**config.mk**
```make
export PLATFORM = sky130hd
export DESIGN_NAME = instr_loader
export DESIGN_NICKNAME = d
export VERILOG_FILES = /design/src/rtl/loader_pkg.sv /design/src/rtl/word_assembler.sv /design/src/rtl/instr_loader.sv
export SDC_FILE = /design/constraint.sdc
export NUM_CORES = 1
export LEC_CHECK = 0
export CORE_UTILIZATION = 30
export CTS_CLUSTER_SIZE = 16
export DETAILED_ROUTE_END_ITERATION = 6
export PLACE_DENSITY_LB_ADDON = 0.25
export SETUP_SLACK_MARGIN = 0.2
export SKIP_CTS_REPAIR_TIMING = 1
export SYNTH_ARGS = -nofsm -noshare
export SYNTH_HDL_FRONTEND = slang
export SYNTH_SLANG_ARGS = --single-unit
```
**constraint.sdc**
```tcl
create_clock -name clk_i -period 6.1 [get_ports clk_i]
set_input_delay 1.22 -clock clk_i [delete_from_list [all_inputs] [get_ports clk_i]]
set_output_delay 1.22 -clock clk_i [all_outputs]
set_load 0.05 [all_outputs]
```
**src/rtl/loader_pkg.sv**
```systemverilog
// Shared types and constants for the instruction loader: FSM state encoding,
// default memory depth and the byte counts of the header and of a data word.
package loader_pkg;

    typedef enum logic [2:0] {
        ST_IDLE  = 3'd0,
        ST_HDR   = 3'd1,
        ST_DATA  = 3'd2,
        ST_WRITE = 3'd3,
        ST_CHK   = 3'd4,
        ST_DONE  = 3'd5,
        ST_ERR   = 3'd6
    } state_e;

    localparam int MEM_WORDS_DEF = 1024;
    localparam int HDR_BYTES     = 2;
    localparam int WORD_BYTES    = 4;

    localparam logic       HDR_LAST_IDX  = 1'(HDR_BYTES - 1);
    localparam logic [1:0] WORD_LAST_IDX = 2'(WORD_BYTES - 1);

    // Byte address of a 32-bit word index.
    function automatic logic [31:0] word_byte_addr(input logic [10:0] idx);
        return {19'd0, idx, 2'b00};
    endfunction

endpackage

```
**src/rtl/word_assembler.sv**
```systemverilog
// Collects four bytes little-endian into a 32-bit word; flags the byte that
// completes a word. The assembled word is held until the next shift.
module word_assembler
    import loader_pkg::*;
(
    input  logic        clk_i,
    input  logic        rstn_i,
    input  logic        clr_i,
    input  logic        shift_i,
    input  logic [7:0]  byte_i,
    output logic [31:0] word_o,
    output logic        word_done_o
);

    logic [31:0] word_r;
    logic [1:0]  byte_idx_r;

    // Byte lane write and lane index; clear discards a partial word.
    always_ff @(posedge clk_i or negedge rstn_i) begin
        if (!rstn_i) begin
            word_r     <= 32'd0;
            byte_idx_r <= 2'd0;
        end else if (clr_i) begin
            word_r     <= 32'd0;
            byte_idx_r <= 2'd0;
        end else if (shift_i) begin
            word_r[{byte_idx_r, 3'b000} +: 8] <= byte_i;
            byte_idx_r                        <= byte_idx_r + 2'd1;
        end else begin
            word_r     <= word_r;
            byte_idx_r <= byte_idx_r;
        end
    end

    assign word_o      = word_r;
    assign word_done_o = shift_i && (byte_idx_r == WORD_LAST_IDX);

endmodule

```
**src/rtl/instr_loader.sv**
```systemverilog
// Streams a length-prefixed byte image into instruction memory while holding the
// core in reset. Optional trailing XOR checksum: define INSTR_LOADER_CHECKSUM_EN.
module instr_loader
    import loader_pkg::*;
#(
    parameter int MEM_WORDS = MEM_WORDS_DEF
) (
    input  logic        clk_i,
    input  logic        rstn_i,
    input  logic        start_i,
    input  logic        byte_valid_i,
    input  logic [7:0]  byte_data_i,
    output logic        byte_ready_o,
    output logic        mem_we_o,
    output logic [31:0] mem_addr_o,
    output logic [31:0] mem_wdata_o,
    output logic        core_rst_o,
    output logic        busy_o,
    output logic        done_o,
    output logic        err_o,
    output logic [10:0] word_cnt_o
);

    localparam logic [15:0] MEM_WORDS_W = 16'(MEM_WORDS);

    state_e      state_r;
    state_e      state_nxt_s;
    logic        hdr_idx_r;
    logic [15:0] n_r;
    logic [10:0] word_cnt_r;
    logic [31:0] word_s;
    logic        word_done_s;

    logic        accept_s;
    logic        start_go_s;
    logic        shift_s;
    logic        hdr_acc_s;
    logic [15:0] n_full_s;
    logic        hdr_bad_s;
    logic        more_s;

    assign accept_s   = byte_valid_i && byte_ready_o;
    assign start_go_s = start_i && ((state_r == ST_IDLE) || (state_r == ST_DONE) ||
                                    (state_r == ST_ERR));
    assign shift_s    = accept_s && (state_r == ST_DATA);
    assign hdr_acc_s  = accept_s && (state_r == ST_HDR);
    assign n_full_s   = {byte_data_i, n_r[7:0]};
    assign hdr_bad_s  = (n_full_s == 16'd0) || (n_full_s > MEM_WORDS_W);
    assign more_s     = (({5'd0, word_cnt_r} + 16'd1) < n_r);
    assign word_cnt_o = word_cnt_r;

    word_assembler u_word_assembler (
        .clk_i       (clk_i),
        .rstn_i      (rstn_i),
        .clr_i       (start_go_s),
        .shift_i     (shift_s),
        .byte_i      (byte_data_i),
        .word_o      (word_s),
        .word_done_o (word_done_s)
    );

    // Header capture: low byte of N first, then high byte.
    always_ff @(posedge clk_i or negedge rstn_i) begin
        if (!rstn_i) begin
            hdr_idx_r <= 1'b0;
            n_r       <= 16'd0;
        end else if (start_go_s) begin
            hdr_idx_r <= 1'b0;
            n_r       <= 16'd0;
        end else if (hdr_acc_s) begin
            if (hdr_idx_r == HDR_LAST_IDX) begin
                n_r[15:8] <= byte_data_i;
            end else begin
                n_r[7:0]  <= byte_data_i;
                hdr_idx_r <= HDR_LAST_IDX;
            end
        end else begin
            hdr_idx_r <= hdr_idx_r;
            n_r       <= n_r;
        end
    end

    // Word counter doubles as the write word index.
    always_ff @(posedge clk_i or negedge rstn_i) begin
        if (!rstn_i) begin
            word_cnt_r <= 11'd0;
        end else if (start_go_s) begin
            word_cnt_r <= 11'd0;
        end else if (state_r == ST_WRITE) begin
            word_cnt_r <= word_cnt_r + 11'd1;
        end else begin
            word_cnt_r <= word_cnt_r;
        end
    end

`ifdef INSTR_LOADER_CHECKSUM_EN
    logic [7:0] csum_r;

    // Running XOR over payload bytes only (header excluded).
    always_ff @(posedge clk_i or negedge rstn_i) begin
        if (!rstn_i) begin
            csum_r <= 8'd0;
        end else if (start_go_s) begin
            csum_r <= 8'd0;
        end else if (shift_s) begin
            csum_r <= csum_r ^ byte_data_i;
        end else begin
            csum_r <= csum_r;
        end
    end
`endif

    // State register.
    always_ff @(posedge clk_i or negedge rstn_i) begin
        if (!rstn_i) begin
            state_r <= ST_IDLE;
        end else begin
            state_r <= state_nxt_s;
        end
    end

    // Next-state logic.
    always_comb begin
        state_nxt_s = state_r;
        case (state_r)
            ST_IDLE, ST_DONE, ST_ERR: begin
                if (start_i) state_nxt_s = ST_HDR;
                else         state_nxt_s = state_r;
            end
            ST_HDR: begin
                if (hdr_acc_s && (hdr_idx_r == HDR_LAST_IDX)) begin
                    if (hdr_bad_s) state_nxt_s = ST_ERR;
                    else           state_nxt_s = ST_DATA;
                end else begin
                    state_nxt_s = ST_HDR;
                end
            end
            ST_DATA: begin
                if (word_done_s) state_nxt_s = ST_WRITE;
                else             state_nxt_s = ST_DATA;
            end
            ST_WRITE: begin
                if (more_s) begin
                    state_nxt_s = ST_DATA;
                end else begin
`ifdef INSTR_LOADER_CHECKSUM_EN
                    state_nxt_s = ST_CHK;
`else
                    state_nxt_s = ST_DONE;
`endif
                end
            end
            ST_CHK: begin
`ifdef INSTR_LOADER_CHECKSUM_EN
                if (accept_s) begin
                    if (byte_data_i == csum_r) state_nxt_s = ST_DONE;
                    else                       state_nxt_s = ST_ERR;
                end else begin
                    state_nxt_s = ST_CHK;
                end
`else
                state_nxt_s = ST_IDLE;
`endif
            end
            default: state_nxt_s = ST_IDLE;
        endcase
    end

    // Moore output decode; the write port is zero outside WRITE.
    always_comb begin
        byte_ready_o = 1'b0;
        mem_we_o     = 1'b0;
        mem_addr_o   = 32'd0;
        mem_wdata_o  = 32'd0;
        core_rst_o   = 1'b0;
        busy_o       = 1'b0;
        done_o       = 1'b0;
        err_o        = 1'b0;
        case (state_r)
            ST_HDR, ST_DATA, ST_CHK: begin
                byte_ready_o = 1'b1;
                busy_o       = 1'b1;
                core_rst_o   = 1'b1;
            end
            ST_WRITE: begin
                mem_we_o    = 1'b1;
                mem_addr_o  = word_byte_addr(word_cnt_r);
                mem_wdata_o = word_s;
                busy_o      = 1'b1;
                core_rst_o  = 1'b1;
            end
            ST_DONE: begin
                done_o = 1'b1;
            end
            ST_ERR: begin
                err_o      = 1'b1;
                core_rst_o = 1'b1;
            end
            default: begin
                byte_ready_o = 1'b0;
            end
        endcase
    end

endmodule

```
==> metrics.md, run 1 <==
| Metric | Value |
|---|---|
| Status | `completed` |
| Final Hold Vio Count | `0` |
| Layout Utilization | `40.2%` |
| Die Wd | `115 um` |
| Layout Cells excl Fill | `644` |
| DRT Pass-1 Iters | `4` |
| Data arrival time of the worst path | `2670 ps` |
| Initial core utilization | `31.4%` |
| DRT iter0 DRCs | `159` |
| Layout cells sized above 1 | `6.93%` |
| Root Driver | `clkbuf_16` |
| Slowest CP cell | `clkdlybuf4s50_1` |
| Nets | `502` |
| TritonCTS clock tree | `yes` |
| All-Layer GR Usage | `15.4%` |
| Class of the most critical setup path | `reg2out` |
| Final ANT Viol Nets | `0` |
| Crit-path max cell delay | `850 ps` |
| Vias in the first global route | `3022` |
| Worst Path Max Fanout | `14` |
| Ys Warns | `0` |
| Cells along the critical path | `nor2b_2, nand2_1, inv_2, nor3_1, clkdlybuf4s50_1` |
| CP delay by family, top | `buffers and inverters` |
| Antenna diodes | `0` |
| Post-synthesis average cell area | `9.26 um^2` |
| Routed len/inst | `15.3 um` |
| Fraction of registers with async set/reset | `100%` |
| Cts bufs inserted | `9` |
| Max Transition Viols Final | `0` |
| H-tree depth reported by CTS | `3` |
| Initial antenna violation count | `0` |
| Yosys reg bits | `65` |
| Critical Path RT | `4880 ps` |
| Hold crit path type | `reg2reg` |
| Number of synthesized flops with an enable pin | `0` |
| Clk_skew | `4.86 ps` |
| Final min period | `3890 ps` |
| DIE AREA | `13200 um^2` |
| Yosys top cell by area | `dfrtp_1` |
| RSZ-0062 raised after global routing | `no` |
| Cells after DPL | `629` |
| Leakage | `0.00231 uW` |
| IO buf count | `71` |
| Final Cycle Share | `63.7%` |
| Worst-path clk slew | `50 ps` |
| Worst skew pair latency | `320 ps` |
| Core Area | `12200 um^2` |
| Max VDD drop | `166 uV` |
| Slew margin rel. | `39.8%` |
| Worst slew pin tran | `896 ps` |
| Critical Path Sink Type | `output pin` |
| Synth Cell Area | `3830 um^2` |
| DP Area | `4580 um^2` |
| Drc violations | `0` |
| Area contributors post-synth | `dfrtp_1, and3_1, ha_1, a22o_1, buf_4` |
| Vias per inst | `4.90` |
| Synth unique cells | `47` |
| Post-synthesis cell count | `414` |
| Worst Path Buf+Inv | `2` |
| I/O pin count | `93` |
| Cell area power density | `452 nW/um^2` |
| Vias | `3153` |
| Fillers | `1252` |
| Total Neg Setup Slack | `0 ps` |
| Primary FF master, synth | `dfrtp_1` |
| Design area | `4910 um^2` |
| Crit path launch type | `register` |
| Layout area overhead | `28.0%` |
| Clock Tree Buf Depth | `2` |
| Die height | `115 um` |
| WL final | `9840 um` |
| Largest net degree at the start of global routing | `66` |
| Achievable Freq | `0.257 GHz` |
| Final GP Congestion | `0.790` |
| Rows | `40` |
| Register area share after synthesis | `42.4%` |
| Num Clock Sinks | `65` |
| First-pass GRT wire length | `15800 um` |
| DP HPWL | `6430 um` |
| Yosys top cell area share | `42.4%` |
| MaxCap Viol Count | `0` |
| Endpoints failing setup | `0` |
| Remaining global-route overflow | `0` |
## routing by layer
| layer | GRT usage (%) | vias to the layer above | wire [um] |
|---|---|---|---|
| li1 | - | 1539 | - |
| met1 | 20.6 | 1506 | 4780 |
| met2 | 25.1 | 99 | 4510 |
| met3 | 3.37 | 9 | 445 |
| met4 | 4.33 | 0 | 107 |
| met5 | 0 | - | 0 |
## power by group
part / leakage, uW / switching (uW) / total [uW] / internal [uW]
Combinational: 0.00126 / 603 / 943 / 340
Clock: 0.000162 / 182 / 571 / 389
Sequential: 0.000887 / 127 / 705 / 578
## per-stage QoR
stage,setup slack (ps),hold slack [ps],power (uW)
after CTS,2200,498,2240
after global placement,2680,480,1630
after global routing,2110,509,2360
final,2210,494,2220
after floorplan,2670,458,1400
after detailed placement,2560,478,1650
## cells by family (layout without fill, tap and decap cells)
kind of cell    count (synthesis)  count (layout)  synth area share, %
compound gates                 87              87                 15.2
xor+xnor                       13              13                 2.97
fa+ha+maj                      18              18                 5.87
buf+inv                        63             105                 8.78
flops                          65              65                 42.4
mux                             6               6                 1.57
other cells                     1              21               0.0978
simple gates                  161             161                 23.1
## synth_stat cells, drive strengths merged, types with 3 or more instances
cell type / number
dfrtp: 65
inv: 15
buf: 32
xnor2: 6
and2: 7
nand2: 38
nand4: 4
a22o: 22
clkbuf: 16
o31ai: 3
xor2: 7
o21a: 3
nor2b: 4
nor4: 3
a31oi: 3
nor2: 22
mux2i: 6
nand3: 21
ha: 18
a21oi: 34
and3: 47
nor3: 7
o21ai: 12
## worst register-to-register path: stages (launching register included)
cell and delay [ps]:
dfrtp_1 460, nand3_1 240, nor3_2 440, nand3_1 180, xnor2_1 170, ha_1 310
a21oi_1 70, o21a_1 190, o311ai_1 80, nand3_1 210, a221o_1 390
## layout make-up
cell class | count | area [um^2] | share of cell area, %
clock buffer | 13 | 270 | 5.51
inverter | 15 | 56.3 | 1.15
tap | 168 | 210 | 4.28
multi-input combinational | 306 | 1950 | 39.7
sequential | 65 | 1630 | 33.1
timing repair buffer | 75 | 736 | 15.0
clock inverter | 2 | 60.1 | 1.22
## placed cells by master, fill, tap and decap left out, types with 3 or more instances in the layout
cell,count
a21oi_1,31
a21oi_2,3
a22o_1,22
a31oi_1,3
and2_1,7
and3_1,47
buf_4,4
clkbuf_16,9
clkbuf_8,3
clkdlybuf4s50_1,70
conb_1,21
dfrtp_1,65
ha_1,18
inv_1,13
mux2i_1,6
nand2_1,37
nand3_1,21
nand4_1,4
nor2_1,21
nor3_1,3
nor4_1,3
o21a_1,3
o21ai_0,4
o21ai_1,8
o31ai_1,3
xnor2_1,6
xor2_1,7
## state kept, by name, summed over array words and instances (netlist names)
signal                       cells
u_word_assembler.word_o         32
hdr_idx_r                        1
word_cnt_o                      11
n_r                             16
u_word_assembler.byte_idx_r      2
state_r                          3
## worst paths after layout
kind                                                         startpoint                                       to  slack, ps  cells after the start
worst max register to register                word_cnt_o[0]$_DFFE_PN0P_                   state_r[1]$_DFFE_PN0P_       3240                     10
worst min register to register  u_word_assembler.word_o[19]$_DFFE_PN0P_  u_word_assembler.word_o[19]$_DFFE_PN0P_        490                      1
worst min-delay path            u_word_assembler.word_o[19]$_DFFE_PN0P_  u_word_assembler.word_o[19]$_DFFE_PN0P_        490                      1
min in group asynchronous                                        rstn_i                word_cnt_o[1]$_DFFE_PN0P_       1070                      2
max in group asynchronous                                        rstn_i                       n_r[9]$_DFFE_PN0P_       4470                      2
worst max-delay path                             state_r[1]$_DFFE_PN0P_                             byte_ready_o       2210                      5
No activity file was read; power rests on OpenSTA's default activity.
==> run 2, diff against run 1 <==
- clock period: 6.1 -> 3.5 ns (I/O delays scaled with it)
==> run 2 against run 1 <==
  * Clock power up 58%
  * Final area increased by 0.51%
  * Utilization grew 0.20 points
  * Clock skew up 6.3 ps
  * Global-route usage is 0.38 points higher
  * Non-clock buffer count is 7 higher
  * Total power up 71%
  * Clock-buffer cell count is 3 lower
  * Die area did not move
  * Sequential cell count did not move
  * Largest cell class unchanged
==> metrics.md, run 2 (same netlist as run 1, synthesis figures left out) <==
| Metric | Value |
|---|---|
| Flop2flop setup slack | `770 ps (was 3240 ps)` |
| Antenna diodes | `0 (unchanged)` |
| Worst reg2reg path endpoint | `state_r[1]$_DFFE_PN0P_ (unchanged)` |
| Worst slew pin tran | `867 ps (was 896 ps)` |
| Slew margin rel. | `42.2% (was 39.8%)` |
| Hold Path Depth | `1 (unchanged)` |
| Pre-CTS WS | `731 ps (was 2560 ps)` |
| Final GP Congestion | `0.821 (was 0.790)` |
| DRT Pass-1 Iters | `4 (unchanged)` |
| Worst skew pair latency | `320 ps (about the same)` |
| Layout Utilization | `40.4% (was 40.2%)` |
| Reg-to-reg startpoint | `word_cnt_o[2]$_DFFE_PN0P_ (was word_cnt_o[0]$_DFFE_PN0P_)` |
| Vias | `3223 (was 3153)` |
| MaxCap Viol Count | `0 (unchanged)` |
| Worst Path Max Fanout | `45 (was 14)` |
| Final min period | `3110 ps` |
| Hold crit path type | `reg2reg (unchanged)` |
| Crit-path max cell delay | `800 ps (was 850 ps)` |
| Layout area overhead | `28.6% (was 28.0%)` |
| Achievable Freq | `0.321 GHz` |
| CP Launch Point | `state_r[1]$_DFFE_PN0P_ (unchanged)` |
| WL final | `9880 um (was 9840 um)` |
| Hold Startpoint | `u_word_assembler.word_o[4]$_DFFE_PN0P_ (was u_word_assembler.word_o[19]$_DFFE_PN0P_)` |
| Drc violations | `0 (unchanged)` |
| Final worst slack | `385 ps (was 2210 ps)` |
| Final ANT Viol Nets | `0 (unchanged)` |
| Most frequent cells in the layout | `clkdlybuf4s50_1, dfrtp_1, and3_1 (unchanged)` |
| DIE AREA | `13200 um^2 (unchanged)` |
| Die height | `115 um (unchanged)` |
| Rows | `40 (unchanged)` |
| Cell area power density | `768 nW/um^2 (was 452 nW/um^2)` |
| IO buf count | `71 (unchanged)` |
| Max VDD drop | `274 uV (was 166 uV)` |
| All-Layer GR Usage | `15.8% (was 15.4%)` |
| Core Area | `12200 um^2 (unchanged)` |
| Cells after DPL | `636 (was 629)` |
| Leakage | `0.00234 uW (was 0.00231 uW)` |
| Vias per inst | `4.94 (was 4.90)` |
| R2R cell count | `10 (unchanged)` |
| Class of the most critical setup path | `reg2out (unchanged)` |
| RSZ-0062 raised after global routing | `no (unchanged)` |
| Layout Cells excl Fill | `652 (was 644)` |
| Hold endpoint | `u_word_assembler.word_o[4]$_DFFE_PN0P_ (was u_word_assembler.word_o[19]$_DFFE_PN0P_)` |
| Min Hold Slack | `493 ps (was 494 ps)` |
| Max Transition Viols Final | `0 (unchanged)` |
| TritonCTS clock tree | `yes (unchanged)` |
| Critical Path Sink Type | `output pin (unchanged)` |
| Largest net degree at the start of global routing | `46 (was 66)` |
| Initial core utilization | `31.4% (unchanged)` |
| DRT iter0 DRCs | `162 (was 159)` |
| Endpoints failing setup | `0 (unchanged)` |
| Layout cells sized above 1 | `9.30% (was 6.93%)` |
| Clock Tree Buf Depth | `2 (unchanged)` |
| Worst-path clk slew | `50 ps (about the same)` |
| Routed len/inst | `15.1 um (was 15.3 um)` |
| DP HPWL | `6640 um (was 6430 um)` |
| Max FFs per register | `32 (unchanged)` |
| Data arrival time of the worst path | `2410 ps (was 2670 ps)` |
| Commonest non-fill, non-tap cell in the layout | `clkdlybuf4s50_1 (unchanged)` |
| H-tree depth reported by CTS | `3 (unchanged)` |
| Critical Path RT | `2800 ps (was 4880 ps)` |
| Slowest CP cell | `clkdlybuf4s50_1 (unchanged)` |
| Final Cycle Share | `89.0%` |
| Final Hold Vio Count | `0 (unchanged)` |
| Clk_skew | `11.1 ps (was 4.86 ps)` |
| Root Driver | `clkbuf_16 (unchanged)` |
| Status | `completed (unchanged)` |
| Nets | `509 (was 502)` |
| I/O pin count | `93 (unchanged)` |
| Initial antenna violation count | `0 (unchanged)` |
| Cells along the critical path | `nor2b_2, buf_4, and3_1, clkdlybuf4s50_1 (was nor2b_2, nand2_1, inv_2, nor3_1, clkdlybuf4s50_1)` |
| Die Wd | `115 um (unchanged)` |
| Vias in the first global route | `3147 (was 3022)` |
| Cts bufs inserted | `9 (unchanged)` |
| Num Clock Sinks | `65 (unchanged)` |
| Crit path launch type | `register (unchanged)` |
| Total Neg Setup Slack | `0 ps (unchanged)` |
| First-pass GRT wire length | `16100 um (was 15800 um)` |
| Remaining global-route overflow | `0 (unchanged)` |
[run 2: cell types whose count changed in the layout (fill, tap and decap cells not counted), sizes merged]
| cell | before | now |
|---|---|---|
| clkinv | 0 | 4 |
| bufinv | 2 | 1 |
| clkbuf | 13 | 10 |
| buf | 5 | 14 |
| clkdlybuf4s50 | 70 | 68 |
| inv | 15 | 16 |
[run 2: how the worst max path moves through the flow]
| stage | endpoint | slack, ps | cells past startpoint |
|---|---|---|---|
| 4_1_cts | mem_wdata_o[24] | 370 | 4 |
| 2_1_floorplan | byte_ready_o | 590 | 6 |
| 6_report | mem_wdata_o[24] | 390 | 4 |
| 3_5_place_dp | mem_wdata_o[24] | 730 | 4 |
| 5_1_grt | mem_wdata_o[22] | 240 | 4 |
| 3_3_place_gp | mem_wdata_o[13] | 770 | 4 |
[run 2: routing by layer]
| metal | GRT usage [%] | vias up | part of all wire [%] |
|---|---|---|---|
| met5 | 0 | - | 0 |
| met4 | 3.98 | 0 | 0.78 |
| li1 | - | 1549 | - |
| met1 | 21.3 | 1563 | 48 |
| met3 | 3.00 | 7 | 5.6 |
| met2 | 26.0 | 104 | 46 |
[run 2: final cells by class]
cell class | instances | area, um^2
Clock buffer | 10 | 239
Clock inverter | 6 | 66.3
Fill cell | 1255 | 7280
Inverter | 15 | 56.3
Multi-Input combinational cell | 306 | 1950
Sequential cell | 65 | 1630
Tap cell | 168 | 210
Timing Repair Buffer | 82 | 783
[run 2: power by group]
group,internal (uW),switching (uW)
logic,595,1050
clock network,573,331
registers,1010,236
[run 2: metrics by stage]
step,instance area (um^2),total power [uW]
2_1_floorplan,3910,2440
3_3_place_gp,4630,2840
3_5_place_dp,4630,2890
4_1_cts,4930,3810
5_1_grt,4930,4030
6_report,4930,3790
[run 2: critical path, delay by kind of cell, from the launching register on]
kind	cells	cell delay, ps
AND/OR/NAND/NOR	2	430
flip-flops	1	520
buffers and inverters	2	1140
==> run 3, diff against run 2 <==
- ABC_CLOCK_PERIOD_IN_PS: unset -> 3500
- CORE_UTILIZATION: 30 -> 31
==> run 3 against run 2 <==
  * First-iteration DRC count down 21%
  * Worst hold slack gained 1.5 ps
  * Setup slack improved by 14 ps
  * Sequential cell count did not move
  * Clock-buffer cell count decreased by 1
  * Critical path depth shrank 1
  * Cell count shrank 3.2%
  * Non-clock buffer count is the same
  * Global-route usage increased by 0.48 points
  * Combinational power is essentially flat
  * Sequential power is essentially flat
  * Largest cell class unchanged
  * Largest power group unchanged
==> metrics.md, run 3 (same netlist as run 1, synthesis figures left out) <==
| Metric | Value |
|---|---|
| Initial core utilization | `31.9% (was 31.4%)` |
| Layout area overhead | `27.8% (was 28.6%)` |
| Max Transition Viols Final | `0 (unchanged)` |
| Num Clock Sinks | `65 (unchanged)` |
| Achievable Freq | `0.323 GHz (was 0.321 GHz)` |
| Drc violations | `0 (unchanged)` |
| Remaining global-route overflow | `0 (unchanged)` |
| Die height | `113 um (was 115 um)` |
| Worst skew pair latency | `330 ps (was 320 ps)` |
| Class of the most critical setup path | `reg2out (unchanged)` |
| Status | `completed (unchanged)` |
| Final Cycle Share | `88.6% (was 89.0%)` |
| Routed len/inst | `15.9 um (was 15.1 um)` |
| DP HPWL | `6920 um (was 6640 um)` |
| Slowest CP cell | `clkdlybuf4s50_1 (unchanged)` |
| Max VDD drop | `354 uV (was 274 uV)` |
| Final min period | `3100 ps (was 3110 ps)` |
| Switching Fraction | `43.4% (was 42.6%)` |
| Comb pwr share | `44.8% (was 43.3%)` |
| Largest net degree at the start of global routing | `66 (was 46)` |
| Final Hold Vio Count | `0 (unchanged)` |
| IO buf count | `71 (unchanged)` |
| DRT iter0 DRCs | `128 (was 162)` |
| Cells along the critical path | `buf_4, and3_1, clkdlybuf4s50_1 (was nor2b_2, buf_4, and3_1, clkdlybuf4s50_1)` |
| Commonest non-fill, non-tap cell in the layout | `clkdlybuf4s50_1 (unchanged)` |
| Total Neg Setup Slack | `0 ps (unchanged)` |
| Endpoints failing setup | `0 (unchanged)` |
| DIE AREA | `12800 um^2 (was 13200 um^2)` |
| Critical Path Sink Type | `output pin (unchanged)` |
| Data arrival time of the worst path | `2400 ps (was 2410 ps)` |
| Nets | `509 (unchanged)` |
| Rows | `40 (unchanged)` |
| Hold crit path type | `reg2reg (unchanged)` |
| Int Pwr | `2110 uW (was 2170 uW)` |
| Crit path launch type | `register (unchanged)` |
| TritonCTS clock tree | `yes (unchanged)` |
| Core Area | `12000 um^2 (was 12200 um^2)` |
| Reg-to-reg startpoint | `word_cnt_o[2]$_DFFE_PN0P_ (unchanged)` |
| I/O pin count | `93 (unchanged)` |
| MaxCap Viol Count | `0 (unchanged)` |
| Max FFs per register | `32 (unchanged)` |
| Most frequent cells in the layout | `clkdlybuf4s50_1, dfrtp_1, and3_1 (unchanged)` |
| Die Wd | `113 um (was 115 um)` |
| Layout cells sized above 1 | `9.09% (was 9.30%)` |
| Clk_skew | `6.56 ps (was 11.1 ps)` |
| Final GP Congestion | `0.812 (was 0.821)` |
| Worst-path clk slew | `60 ps (was 50 ps)` |
| First-pass GRT wire length | `16200 um (was 16100 um)` |
| Worst Path Buf+Inv | `2 (unchanged)` |
| Final ANT Viol Nets | `0 (unchanged)` |
| All-Layer GR Usage | `16.3% (was 15.8%)` |
| Cts bufs inserted | `9 (unchanged)` |
| CP Launch Point | `state_r[0]$_DFFE_PN0P_ (was state_r[1]$_DFFE_PN0P_)` |
| H-tree depth reported by CTS | `3 (unchanged)` |
| Crit-path max cell delay | `810 ps (was 800 ps)` |
| Seq pwr share | `33.4% (was 32.8%)` |
| Clk pwr share | `21.9% (was 23.9%)` |
| Antenna diodes | `0 (unchanged)` |
| Switching power | `1620 uW (was 1610 uW)` |
| CP delay by family, top | `buffers and inverters (unchanged)` |
| Vias | `3229 (was 3223)` |
| RSZ-0062 raised after global routing | `no (unchanged)` |
| Critical Path RT | `2800 ps (about the same)` |
| Clock Tree Buf Depth | `2 (unchanged)` |
| Leakage | `0.00233 uW (was 0.00234 uW)` |
| WL final | `10000 um (was 9880 um)` |
| Worst Path Max Fanout | `34 (was 45)` |
| Initial antenna violation count | `0 (unchanged)` |
| Root Driver | `clkbuf_16 (unchanged)` |
| DP Area | `4620 um^2 (was 4630 um^2)` |
| Slew margin rel. | `44.9% (was 42.2%)` |
| Hold Startpoint | `u_word_assembler.word_o[16]$_DFFE_PN0P_ (was u_word_assembler.word_o[4]$_DFFE_PN0P_)` |
| Vias per inst | `5.12 (was 4.94)` |
| Tot Pwr | `3720 uW (was 3790 uW)` |
| DRT Pass-1 Iters | `4 (unchanged)` |
| Worst slew pin tran | `827 ps (was 867 ps)` |
| Vias in the first global route | `3183 (was 3147)` |
| Design area | `4900 um^2 (was 4930 um^2)` |
| Cell area power density | `759 nW/um^2 (was 768 nW/um^2)` |
run 3: worst paths after layout:
check	endpoint	slack [ps]	cells after the start
hold / removal	u_word_assembler.word_o[16]$_DFFE_PN0P_	490	1
setup / recovery	mem_wdata_o[25]	400	3
min in group asynchronous	state_r[0]$_DFFE_PN0P_	540	2
setup reg to reg	state_r[1]$_DFFE_PN0P_	790	10
hold reg to reg	u_word_assembler.word_o[16]$_DFFE_PN0P_	490	1
max in group asynchronous	u_word_assembler.word_o[23]$_DFFE_PN0P_	2400	2
run 3: routing by layer:
layer,GRT usage [%],wire (um)
met2,26.7,4750
met4,4.30,144
met3,4.45,525
met1,21.1,4610
met5,0,0
run 3: worst register-to-register path, delay by kind of cell, from the launching register on:
| kind | cells | cell delay [ps] |
|---|---|---|
| AND/OR/NAND/NOR | 4 | 980 |
| AO/OA/AOI/OAI | 4 | 710 |
| flip-flops | 1 | 460 |
| adder cells (fa/ha/maj) | 1 | 290 |
| XOR/XNOR | 1 | 170 |
run 3: stage by stage:
| stage | util, % | std cells | worst slack, ps | hold WS, ps |
|---|---|---|---|---|
| 6_report | 40.8 | 631 | 400 | 495 |
| 5_1_grt | 40.8 | 631 | 238 | 510 |
| 4_1_cts | 40.8 | 631 | 260 | 496 |
| 3_5_place_dp | 38.5 | 615 | 626 | 479 |
| 3_3_place_gp | 38.5 | 615 | 672 | 477 |
| 2_1_floorplan | - | 434 | 592 | 404 |
run 3: final cells by class:
| type | count | area [um^2] |
|---|---|---|
| clock buffer | 9 | 225 |
| clock inverter | 7 | 47.5 |
| fill | 1208 | 7110 |
| inverter | 15 | 56.3 |
| multi-input combinational | 306 | 1950 |
| sequential | 65 | 1630 |
| tap | 147 | 184 |
| timing repair buffer | 82 | 808 |
run 3: power groups by stage:
stage	clock (uW)	sequential (uW)	combinational, uW
floorplan	0	1250	1180
global placement	0	1250	1630
detailed placement	0	1250	1670
CTS	837	1240	1680
global route	866	1280	1830
finish	814	1240	1670
